$ cat config.mk
export PLATFORM = sky130hd
export DESIGN_NAME = seg_scan_ctrl
export DESIGN_NICKNAME = d
export VERILOG_FILES = /design/src/rtl/seg_pkg.sv /design/src/rtl/seg_glyph_rom.sv /design/src/rtl/seg_scan_ctrl.sv
export SDC_FILE = /design/constraint.sdc
export NUM_CORES = 1
export LEC_CHECK = 0
export ABC_AREA = 1
export CORE_UTILIZATION = 59
export CTS_BUF_LIST = sky130_fd_sc_hd__clkbuf_4 sky130_fd_sc_hd__clkbuf_8
export CTS_CLUSTER_SIZE = 16
export DETAILED_ROUTE_END_ITERATION = 12
export GPL_ROUTABILITY_DRIVEN = 0
export PLACE_DENSITY_LB_ADDON = 0.15
export RECOVER_POWER = 25
export SLEW_MARGIN = 20
export SYNTH_ARGS = -nofsm -noshare
export SYNTH_HDL_FRONTEND = slang
export SYNTH_SLANG_ARGS = --single-unit
$ cat constraint.sdc
create_clock -name clk -period 5.3 [get_ports clk]
set_input_delay 0.53 -clock clk [delete_from_list [all_inputs] [get_ports clk]]
set_output_delay 0.53 -clock clk [all_outputs]
set_load 0.005 [all_outputs]
$ cat src/rtl/seg_pkg.sv
// Shared constants for seven-segment display drivers: glyph codes,
// active-low segment patterns ({a,b,c,d,e,f,g}) and the countdown state type.
package seg_pkg;

  localparam logic [4:0] GL_0     = 5'd0;
  localparam logic [4:0] GL_1     = 5'd1;
  localparam logic [4:0] GL_2     = 5'd2;
  localparam logic [4:0] GL_3     = 5'd3;
  localparam logic [4:0] GL_4     = 5'd4;
  localparam logic [4:0] GL_5     = 5'd5;
  localparam logic [4:0] GL_6     = 5'd6;
  localparam logic [4:0] GL_7     = 5'd7;
  localparam logic [4:0] GL_8     = 5'd8;
  localparam logic [4:0] GL_9     = 5'd9;
  localparam logic [4:0] GL_A     = 5'd10;
  localparam logic [4:0] GL_B     = 5'd11;
  localparam logic [4:0] GL_C     = 5'd12;
  localparam logic [4:0] GL_D     = 5'd13;
  localparam logic [4:0] GL_E     = 5'd14;
  localparam logic [4:0] GL_F     = 5'd15;
  localparam logic [4:0] GL_T     = 5'd16;
  localparam logic [4:0] GL_N     = 5'd17;
  localparam logic [4:0] GL_I     = 5'd18;
  localparam logic [4:0] GL_G     = 5'd19;
  localparam logic [4:0] GL_S     = 5'd20;
  localparam logic [4:0] GL_DASH  = 5'd21;
  localparam logic [4:0] GL_BLANK = 5'd31;

  localparam logic [6:0] SEG_0    = 7'b0000001;
  localparam logic [6:0] SEG_1    = 7'b1001111;
  localparam logic [6:0] SEG_2    = 7'b0010010;
  localparam logic [6:0] SEG_3    = 7'b0000110;
  localparam logic [6:0] SEG_4    = 7'b1001100;
  localparam logic [6:0] SEG_5    = 7'b0100100;
  localparam logic [6:0] SEG_6    = 7'b0100000;
  localparam logic [6:0] SEG_7    = 7'b0001111;
  localparam logic [6:0] SEG_8    = 7'b0000000;
  localparam logic [6:0] SEG_9    = 7'b0000100;
  localparam logic [6:0] SEG_A    = 7'b0001000;
  localparam logic [6:0] SEG_B    = 7'b1100000;
  localparam logic [6:0] SEG_C    = 7'b0110001;
  localparam logic [6:0] SEG_D    = 7'b1000010;
  localparam logic [6:0] SEG_E    = 7'b0110000;
  localparam logic [6:0] SEG_F    = 7'b0111000;
  localparam logic [6:0] SEG_T    = 7'b1110000;
  localparam logic [6:0] SEG_N    = 7'b1101010;
  localparam logic [6:0] SEG_I    = 7'b1111001;
  localparam logic [6:0] SEG_G    = 7'b0100001;
  localparam logic [6:0] SEG_S    = 7'b0100100;
  localparam logic [6:0] SEG_DASH = 7'b1111110;
  localparam logic [6:0] SEG_OFF  = 7'h7F;

  typedef enum logic {
    CNT_IDLE = 1'b0,
    CNT_RUN  = 1'b1
  } cnt_state_e;

  function automatic logic [3:0] sat_load(input logic [3:0] v);
    return (v > 4'd9) ? 4'd9 : v;
  endfunction

endpackage

$ cat src/rtl/seg_glyph_rom.sv
// Combinational glyph decoder: 5-bit glyph code to active-low segments.
import seg_pkg::*;

module seg_glyph_rom (
  input  logic [4:0] code_i,
  output logic [6:0] seg_o
);

  always_comb begin
    seg_o = SEG_OFF;
    case (code_i)
      GL_0:    seg_o = SEG_0;
      GL_1:    seg_o = SEG_1;
      GL_2:    seg_o = SEG_2;
      GL_3:    seg_o = SEG_3;
      GL_4:    seg_o = SEG_4;
      GL_5:    seg_o = SEG_5;
      GL_6:    seg_o = SEG_6;
      GL_7:    seg_o = SEG_7;
      GL_8:    seg_o = SEG_8;
      GL_9:    seg_o = SEG_9;
      GL_A:    seg_o = SEG_A;
      GL_B:    seg_o = SEG_B;
      GL_C:    seg_o = SEG_C;
      GL_D:    seg_o = SEG_D;
      GL_E:    seg_o = SEG_E;
      GL_F:    seg_o = SEG_F;
      GL_T:    seg_o = SEG_T;
      GL_N:    seg_o = SEG_N;
      GL_I:    seg_o = SEG_I;
      GL_G:    seg_o = SEG_G;
      GL_S:    seg_o = SEG_S;
      GL_DASH: seg_o = SEG_DASH;
      default: seg_o = SEG_OFF;
    endcase
  end

endmodule

$ cat src/rtl/seg_scan_ctrl.sv
// Multiplexed seven-segment scanner with a one-cycle anti-ghost blank per slot,
// plus the seconds countdown engine whose value overrides digit 0 while running.
//
// state    | meaning
// CNT_IDLE | countdown stopped, waiting for cnt_start
// CNT_RUN  | counting down one step every SEC_DIV clocks
import seg_pkg::*;

module seg_scan_ctrl #(
  parameter int CLK_HZ   = 100_000_000,
  parameter int FRAME_HZ = 1000,
  parameter int NUM_DIG  = 8,
  parameter int SEC_DIV  = CLK_HZ
) (
  input  logic                 clk,
  input  logic                 rst,
  input  logic [NUM_DIG*5-1:0] digit_code,
  input  logic [NUM_DIG-1:0]   digit_en,
  input  logic                 cnt_start,
  input  logic [3:0]           cnt_load,
  input  logic                 cnt_abort,
  output logic [NUM_DIG-1:0]   an,
  output logic [6:0]           seg,
  output logic [3:0]           cnt_val,
  output logic                 cnt_busy,
  output logic                 cnt_done
);

  localparam int SCAN_DIV = CLK_HZ / (FRAME_HZ * NUM_DIG);
  localparam int SCAN_W   = (SCAN_DIV > 1) ? $clog2(SCAN_DIV) : 1;
  localparam int SEC_W    = (SEC_DIV > 1) ? $clog2(SEC_DIV) : 1;
  localparam int IDX_W    = (NUM_DIG > 1) ? $clog2(NUM_DIG) : 1;

  cnt_state_e          state_q, state_d;
  logic [3:0]          val_q, val_d;
  logic [SEC_W-1:0]    sec_q, sec_d;
  logic                done_q, done_d;
  logic [SCAN_W-1:0]   div_q, div_d;
  logic [IDX_W-1:0]    idx_q, idx_d;
  logic [NUM_DIG-1:0]  an_q, an_d;
  logic [6:0]          seg_q, seg_d;
  logic [3:0]          load_sat;
  logic                busy_d;
  logic [4:0]          code_sel;
  logic                show;
  logic [6:0]          rom_seg;

  always_ff @(posedge clk) begin
    if (rst) begin
      state_q <= CNT_IDLE;
      val_q   <= '0;
      sec_q   <= '0;
      done_q  <= 1'b0;
      div_q   <= '0;
      idx_q   <= '0;
      an_q    <= '1;
      seg_q   <= SEG_OFF;
    end else begin
      state_q <= state_d;
      val_q   <= val_d;
      sec_q   <= sec_d;
      done_q  <= done_d;
      div_q   <= div_d;
      idx_q   <= idx_d;
      an_q    <= an_d;
      seg_q   <= seg_d;
    end
  end

  assign load_sat = sat_load(cnt_load);

  // Abort has priority over start in every state.
  always_comb begin
    state_d = state_q;
    val_d   = val_q;
    sec_d   = sec_q;
    done_d  = 1'b0;
    case (state_q)
      CNT_IDLE: begin
        if (cnt_start && !cnt_abort) begin
          if (load_sat != 4'd0) begin
            state_d = CNT_RUN;
            val_d   = load_sat;
            sec_d   = '0;
          end else begin
            val_d  = 4'd0;
            done_d = 1'b1;
          end
        end
      end
      CNT_RUN: begin
        if (cnt_abort) begin
          state_d = CNT_IDLE;
          val_d   = 4'd0;
          sec_d   = '0;
        end else if (sec_q == SEC_W'(SEC_DIV - 1)) begin
          sec_d = '0;
          val_d = val_q - 4'd1;
          if (val_q == 4'd1) begin
            state_d = CNT_IDLE;
            done_d  = 1'b1;
          end
        end else begin
          sec_d = sec_q + SEC_W'(1);
        end
      end
      default: state_d = CNT_IDLE;
    endcase
  end

  assign busy_d = (state_d == CNT_RUN);

  always_comb begin
    div_d = div_q + SCAN_W'(1);
    idx_d = idx_q;
    if (div_q == SCAN_W'(SCAN_DIV - 1)) begin
      div_d = '0;
      idx_d = (idx_q == IDX_W'(NUM_DIG - 1)) ? '0 : idx_q + IDX_W'(1);
    end
  end

  // Output registers are fed from next-state values so an/seg line up with
  // the divider and countdown registers on the same cycle.
  always_comb begin
    code_sel = GL_BLANK;
    show     = 1'b0;
    for (int i = 0; i < NUM_DIG; i++) begin
      if (idx_d == IDX_W'(i)) begin
        code_sel = digit_code[5*i +: 5];
        show     = digit_en[i];
      end
    end
    if (busy_d && idx_d == '0) begin
      code_sel = {1'b0, val_d};
      show     = 1'b1;
    end
  end

  seg_glyph_rom u_glyph (
    .code_i (code_sel),
    .seg_o  (rom_seg)
  );

  always_comb begin
    an_d  = '1;
    seg_d = SEG_OFF;
    if (div_d != '0 && show) begin
      an_d  = ~(NUM_DIG'(1) << idx_d);
      seg_d = rom_seg;
    end
  end

  assign an       = an_q;
  assign seg      = seg_q;
  assign cnt_val  = val_q;
  assign cnt_busy = (state_q == CNT_RUN);
  assign cnt_done = done_q;

endmodule
==> results of run 1 <==
## worst paths after layout
path	from	endpoint	slack, ps	depth (start not counted)
max reg2reg	div_q[0]	seg[3]	1680	20
min	div_q[0]	div_q[0]	470	1
min reg2reg	div_q[0]	div_q[0]	470	1
max	div_q[0]	seg[3]	1680	20
## per-layer routing
| layer | track usage | vias to the layer above |
|---|---|---|
| met5 | 0 | - |
| met4 | 0.159 | 0 |
| met3 | 0.0389 | 40 |
| met2 | 0.515 | 177 |
| met1 | 0.353 | 2092 |
| li1 | - | 2272 |
## critical path, delay by kind of cell (launching register included)
family | cells | cell delay, ps
compound gates | 1 | 360
buf+inv | 2 | 110
simple gates | 15 | 2060
fa+ha+maj | 2 | 620
flops | 1 | 370
## sequential cells by signal, summed over array words and instances (netlist names)
signal and cells:
an 8, cnt_busy 1, cnt_done 1, cnt_val 4, div_q 14, idx_q 3, sec_q 27, seg 7
## power groups by stage
stage	Clock [mW]	Sequential (mW)	Combinational, mW
3_3_place_gp	0	0.518	0.187
5_1_grt	0.458	0.507	0.213
2_1_floorplan	0	0.518	0.107
4_1_cts	0.440	0.507	0.193
3_5_place_dp	0	0.518	0.192
6_report	0.434	0.506	0.192
## cell type report
class / instances / area share
inverter: 94 / 0.0667
clock inverter: 6 / 0.0127
sequential: 65 / 0.244
tap: 96 / 0.0226
multi-input combinational: 484 / 0.485
timing repair buffer: 77 / 0.144
clock buffer: 10 / 0.0247
## cells in the mapped netlist (all sizes together), types with 4 or more instances
cell | n | area [sq um]
inv | 93 | 352
nor2 | 100 | 454
nand2 | 159 | 686
xor2 | 12 | 105
ha | 13 | 163
nor4 | 7 | 50.1
clkbuf | 5 | 18.8
dfxtp | 65 | 1300
o21ai | 22 | 110
buf | 4 | 41.3
a21oi | 22 | 125
nand3 | 61 | 325
nor3 | 22 | 120
nand3b | 5 | 37.5
nand4 | 25 | 156
or2 | 13 | 81.3
## kinds of logic (layout without fill, tap and decap cells)
kind of cell	after synthesis	after routing	share of synthesized area
xor gates and xnor gates	14	14	0.0285
and+or+nand+nor	396	396	0.449
AOI/OAI and AO/OA	61	61	0.0860
buffers and inverters	103	187	0.0964
DFF	65	65	0.302
adders and majority gates	13	13	0.0377
## through the flow
stage / instance area [sq um] / hold WS [ps] / setup slack, ps / utilization
global placement: 5140 / 442 / 2180 / 0.744
floorplan: 4310 / 425 / 2600 / -
detailed placement: 5140 / 456 / 2010 / 0.744
finish: 5330 / 472 / 1680 / 0.771
CTS: 5340 / 472 / 1970 / 0.773
global route: 5330 / 513 / 1340 / 0.771
## placed cells by master, fill, tap and decap left out, types with 9 or more instances in the layout
cell type / netlist / routed
a21oi_1: 20 / 20
clkbuf_8: 0 / 9
clkdlybuf4s50_1: 0 / 65
dfxtp_1: 65 / 65
dlygate4sd3_1: 0 / 11
ha_1: 13 / 13
inv_1: 83 / 84
nand2_1: 139 / 140
nand2_2: 14 / 13
nand3_1: 57 / 57
nand4_1: 25 / 25
nor2_1: 86 / 87
nor3_1: 20 / 20
o21ai_0: 15 / 14
or2_2: 9 / 9
xor2_1: 12 / 12
==> summary.md, run 1 <==
| Metric | Value |
|---|---|
| Vias/cell | 5.51 |
| First-pass GRT wire length | 17,800 microns |
| CP required | 5540 ps |
| Synthesis-to-layout area growth | 23.6% |
| Initial Util | 0.624 |
| GRT Util Overall | 0.296 |
| Num CTS Buffers | 9 |
| Crit path time final | 3620 ps |
| Number of port buffers | 76 |
| GR Overflow Total | 0 |
| Worst min-delay path class | register to register |
| Setup Fix Bufs, Post-CTS | 0 |
| Gate Count Post-Synth | 652 |
| Internal power | 0.815 mW |
| Post-route ant nets | 0 |
| Vias in the first global route | 4,132 |
| Non-filler cells, final | 832 |
| Register area share after synthesis | 0.302 |
| Clk pin slew, worst setup/hold paths | 80 ps |
| Max Freq | 276 MHz |
| Power density over cell area | 213 mW/mm^2 |
| Primary FF master, synth | dfxtp_1 |
| Initial antenna violation count | 0 |
| NetSw | 0.318 mW |
| Synth Cell Area | 0.00431 sq mm |
| Outcome | complete, no violations |
| Least-Margin Pin Slew | 908 ps |
| Chip width | 87.5 microns |
| DRT Pass-1 Iters | 5 |
| Layout cells sized above 1 | 0.105 |
| Footprint of the multi-input gates | 0.00258 sq mm |
| Leakage | 2.24 nW |
| Layout Skew | 9.62 ps |
| DR vias | 4,581 |
| Syn Nets | 721 |
| Post-synth EDFFs | 0 |
| Crit-path cells | ha_1 -> nand2_1 -> inv_1 -> nand2_1 -> nor2_1 -> nand2_2 -> nand2_1 -> nand2_1 -> nor3_2 -> nor2_1 -> nand4_1 -> nand2_1 -> a21oi_1 -> ha_1 -> nand3_1 -> nand2_1 -> inv_1 -> nand2_1 -> nand2_1 -> nand2_1 |
| Storage element area | 0.00130 sq mm |
| Slew margin rel. | 0.392 |
| Fraction of registers with async set/reset | 0 |
| Crit Path Class | register to register |
| #FFs+latches synth | 65 |
| RSZ-0062 raised after global routing | no |
| Hold Buf Count CTS | 0 |
| Placed insts | 816 |
| # H-tree levels | 3 |
| Final-layout fill cell count | 539 |
| Core area | 0.00691 sq mm |
| Iter 0 DRT Violations | 265 |
| Warnings from Yosys | 0 |
| Final setup violation count | 0 |
| Fin crit share | 0.683 |
| Crit. End Element | register |
| FP Rows | 30 |
| Wl on met1 | 4720 microns |
| Fin nets | 800 |
| Worst path arrival time | 3860 ps |
| Clock sinks | 65 |
| Max-cap violations | 0 |
| CTS max path bufs | 2 |
| IO Pins | 77 |
| Detailed Route WL | 11,200 microns |
| Post-synthesis average cell area | 6.61 sq um |
| Worst-skew pair later-pin latency | 350 ps |
| Seq pwr share | 0.447 |
| Root Driver | clkbuf_8 |
| Largest stage delay on the critical path | 640 ps |
| Met2 WL post-DR | 5490 microns |
| # diodes | 0 |
| Critical Path Fanout Max | 15 |
| Die area | 0.00765 sq mm |
| Number of remaining DRC errors | 0 |
| Critical-path top delay cell | nor3_2 |
| Library cells used by synthesis | 48 |
| Final count of hold timing violations | 0 |
| CP Launch Type | register |
| Peak supply drop | 0.000145 V |
| Met3 WL | 548 microns |
| CTS tree | built |
| Switching part of the total | 0.281 |
| Count of pins over their slew limit | 0 |
| Crit path top cell by count | nand2_1 |
| Setup TNS | 0 ps |
| Post-DP HPWL | 8520 microns |
| Combinational fraction of design power | 0.170 |
| Uppermost layer routed | met4 |
| Routed WL per cell | 13.4 microns |
| Largest net degree at the start of global routing | 25 |
| Cts repair resizes | 0 |
| Die Height | 87.5 microns |
| Clock network power share | 0.383 |
| Final Total Pwr | 1.13 mW |
Note: power is estimated with default switching activity, not from simulation.
==> run 2: changes to the inputs <==
--- a/config.mk
+++ b/config.mk
@@ -6,7 +6,7 @@
 export NUM_CORES = 1
 export LEC_CHECK = 0
 export ABC_AREA = 1
-export CORE_UTILIZATION = 59
+export CORE_UTILIZATION = 55
 export CTS_BUF_LIST = sky130_fd_sc_hd__clkbuf_4 sky130_fd_sc_hd__clkbuf_8
 export CTS_CLUSTER_SIZE = 16
 export DETAILED_ROUTE_END_ITERATION = 12
==> constraint.sdc (replaced) <==
create_clock -name clk -period 3.65 [get_ports clk]
set_input_delay 0.365 -clock clk [delete_from_list [all_inputs] [get_ports clk]]
set_output_delay 0.365 -clock clk [all_outputs]
set_load 0.005 [all_outputs]
==> run 2 against run 1 <==
Global-route usage fell by 1.2 points; count of clock-buffer cells in the layout shrank 1; utilization down 4.2 points; fmax increased by 12%.
==> summary.md, run 2 (same netlist as run 1, synthesis figures left out) <==
| Metric | Value |
|---|---|
| Layout cells sized above 1 | 0.112 |
| Root Driver | clkbuf_8 |
| Clock sinks | 65 |
| Worst min-delay path class | register to register |
| Largest stage delay on the critical path | 390 ps |
| Leakage | 2.27 nW |
| Crit Path Class | register to register |
| GR Overflow Total | 0 |
| CTS max path bufs | 2 |
| Post-route ant nets | 0 |
| DRT Pass-1 Iters | 4 |
| Vias in the first global route | 4,279 |
| Placed insts | 822 |
| Largest net degree at the start of global routing | 25 |
| Power density over cell area | 327 mW/mm^2 |
| Routed WL per cell | 13.4 microns |
| Crit-path cells | ha_1 -> nand2_1 -> nor2_4 -> nand2_4 -> nand2_4 -> nand2_8 -> inv_2 -> nand2_2 -> nor2_4 -> nand2_1 -> o21ai_0 -> inv_1 -> a21oi_1 -> ha_1 -> nand3_1 -> nand2_1 -> inv_1 -> nand2_1 -> nand2_1 -> nand2_1 |
| Post-DP HPWL | 8660 microns |
| FP Rows | 31 |
| Critical Path Fanout Max | 11 |
| Pre-CTS setup slack | 503 ps |
| Final Util | 0.730 |
| Core area | 0.00741 sq mm |
| Reg with most FFs | sec_q |
| Layout Skew | 11.7 ps |
| Number of remaining DRC errors | 0 |
| CP Launch Type | register |
| Fin crit share | 0.888 |
| Max-cap violations | 0 |
| CTS tree | built |
| Final count of hold timing violations | 0 |
| Synthesis-to-layout area growth | 25.4% |
| Initial antenna violation count | 0 |
| Crit path time final | 3240 ps |
| Setup TNS | 0 ps |
| Fin nets | 803 |
| Post-Place Cell Area | 0.00516 sq mm |
| Chip width | 90.5 microns |
| Worst-skew pair later-pin latency | 350 ps |
| Worst path arrival time | 3490 ps |
| Final-layout fill cell count | 604 |
| # diodes | 0 |
| Hold Slack | 472 ps |
| Least-Margin Pin Slew | 588 ps |
| Outcome | complete, no violations |
| Max reg flops | 27 |
| Critical-path top delay cell | a21oi_1 |
| Final setup violation count | 0 |
| Vias/cell | 5.39 |
| Number of port buffers | 76 |
| Top delay family on crit path | simple AND/OR/NAND/NOR gates |
| Commonest non-fill, non-tap cell in the layout | nand2_1 |
| Iter 0 DRT Violations | 295 |
| Cts repair resizes | 0 |
| Footprint of the multi-input gates | 0.00259 sq mm |
| CP required | 3900 ps |
| Non-filler cells, final | 838 |
| Die Height | 90.5 microns |
| Setup Fix Bufs, Post-CTS | 0 |
| Detailed Route WL | 11,200 microns |
| Slew margin rel. | 0.604 |
| GRT Util Overall | 0.285 |
| Num CTS Buffers | 9 |
| DR vias | 4,519 |
| Crit. End Element | register |
| Setup slack after layout | 407 ps |
| Storage element area | 0.00130 sq mm |
| Most frequent cells in the layout | 139 x nand2_1, 86 x nor2_1, 83 x inv_1 |
| RSZ-0062 raised after global routing | no |
| First-pass GRT wire length | 19,000 microns |
| # H-tree levels | 3 |
| Max Freq | 308 MHz |
| Count of pins over their slew limit | 0 |
| Clk pin slew, worst setup/hold paths | 80 ps |
| Initial Util | 0.582 |
| Crit path top cell by count | nand2_1 |
| Final Total Pwr | 1.77 mW |
| IO Pins | 77 |
| Fin area | 0.00541 sq mm |
| Hold Buf Count CTS | 0 |
| Buffers plus inverters on the worst setup path | 3 |
| Peak supply drop | 0.000359 V |
| Die area | 0.00819 sq mm |
## run 2: cell count changes in the layout (fill, tap and decap cells not counted), sizes merged
cell           previous run  this run
buf                       1         4
bufinv                    1         3
clkbuf                   10         9
clkdlybuf4s50            65        62
clkinv                    3         4
clkinvlp                  2         0
dlygate4sd3              11        14
## run 2: worst paths after layout
kind / slack (ps) / end / cells past startpoint / startpoint
max: 410 / seg[3] / 20 / div_q[0]
min: 470 / div_q[0] / 1 / div_q[0]
max reg2reg: 410 / seg[3] / 20 / div_q[0]
min reg2reg: 470 / div_q[0] / 1 / div_q[0]
## run 2: layout make-up
type,count,area share
multi-input cells,484,0.480
well taps,99,0.0229
inverters,94,0.0657
flip-flops and latches,65,0.241
repair buffers,80,0.146
clock inverters,7,0.0218
clock buffers,9,0.0229
## run 2: power by group
group	internal, mW	leakage, nW	switching, mW
Combinational	0.131	1.62	0.150
Sequential	0.726	0.527	0.00922
Clock	0.455	0.124	0.294
## run 2: layer usage
metal	vias to the layer above	GRT usage	wire length [microns]
met3	26	0.0724	536
met2	135	0.482	5540
met4	0	0.120	343
met1	2076	0.341	4780
met5	-	0	0
li1	2282	-	-
## run 2: worst reg2reg max path: stages, from the launching register on
cell	delay (ps)
dfxtp_1	370
ha_1	280
nand2_1	130
nor2_4	180
nand2_4	110
nand2_4	100
nand2_8	90
inv_2	100
nand2_2	80
nor2_4	110
nand2_1	250
o21ai_0	160
inv_1	70
a21oi_1	390
ha_1	340
nand3_1	120
nand2_1	80
inv_1	60
nand2_1	40
nand2_1	50
nand2_1	50
==> run 3: changes to the inputs <==
--- a/config.mk
+++ b/config.mk
@@ -6,6 +6,7 @@
 export NUM_CORES = 1
 export LEC_CHECK = 0
 export ABC_AREA = 1
+export CAP_MARGIN = 10
 export CORE_UTILIZATION = 55
 export CTS_BUF_LIST = sky130_fd_sc_hd__clkbuf_4 sky130_fd_sc_hd__clkbuf_8
 export CTS_CLUSTER_SIZE = 16
@@ -13,7 +14,7 @@
 export GPL_ROUTABILITY_DRIVEN = 0
 export PLACE_DENSITY_LB_ADDON = 0.15
 export RECOVER_POWER = 25
-export SLEW_MARGIN = 20
+export SLEW_MARGIN = 40
 export SYNTH_ARGS = -nofsm -noshare
 export SYNTH_HDL_FRONTEND = slang
 export SYNTH_SLANG_ARGS = --single-unit
==> results of run 3 <==
No change in the layout: final DEF, timing and power equal those of run 2.
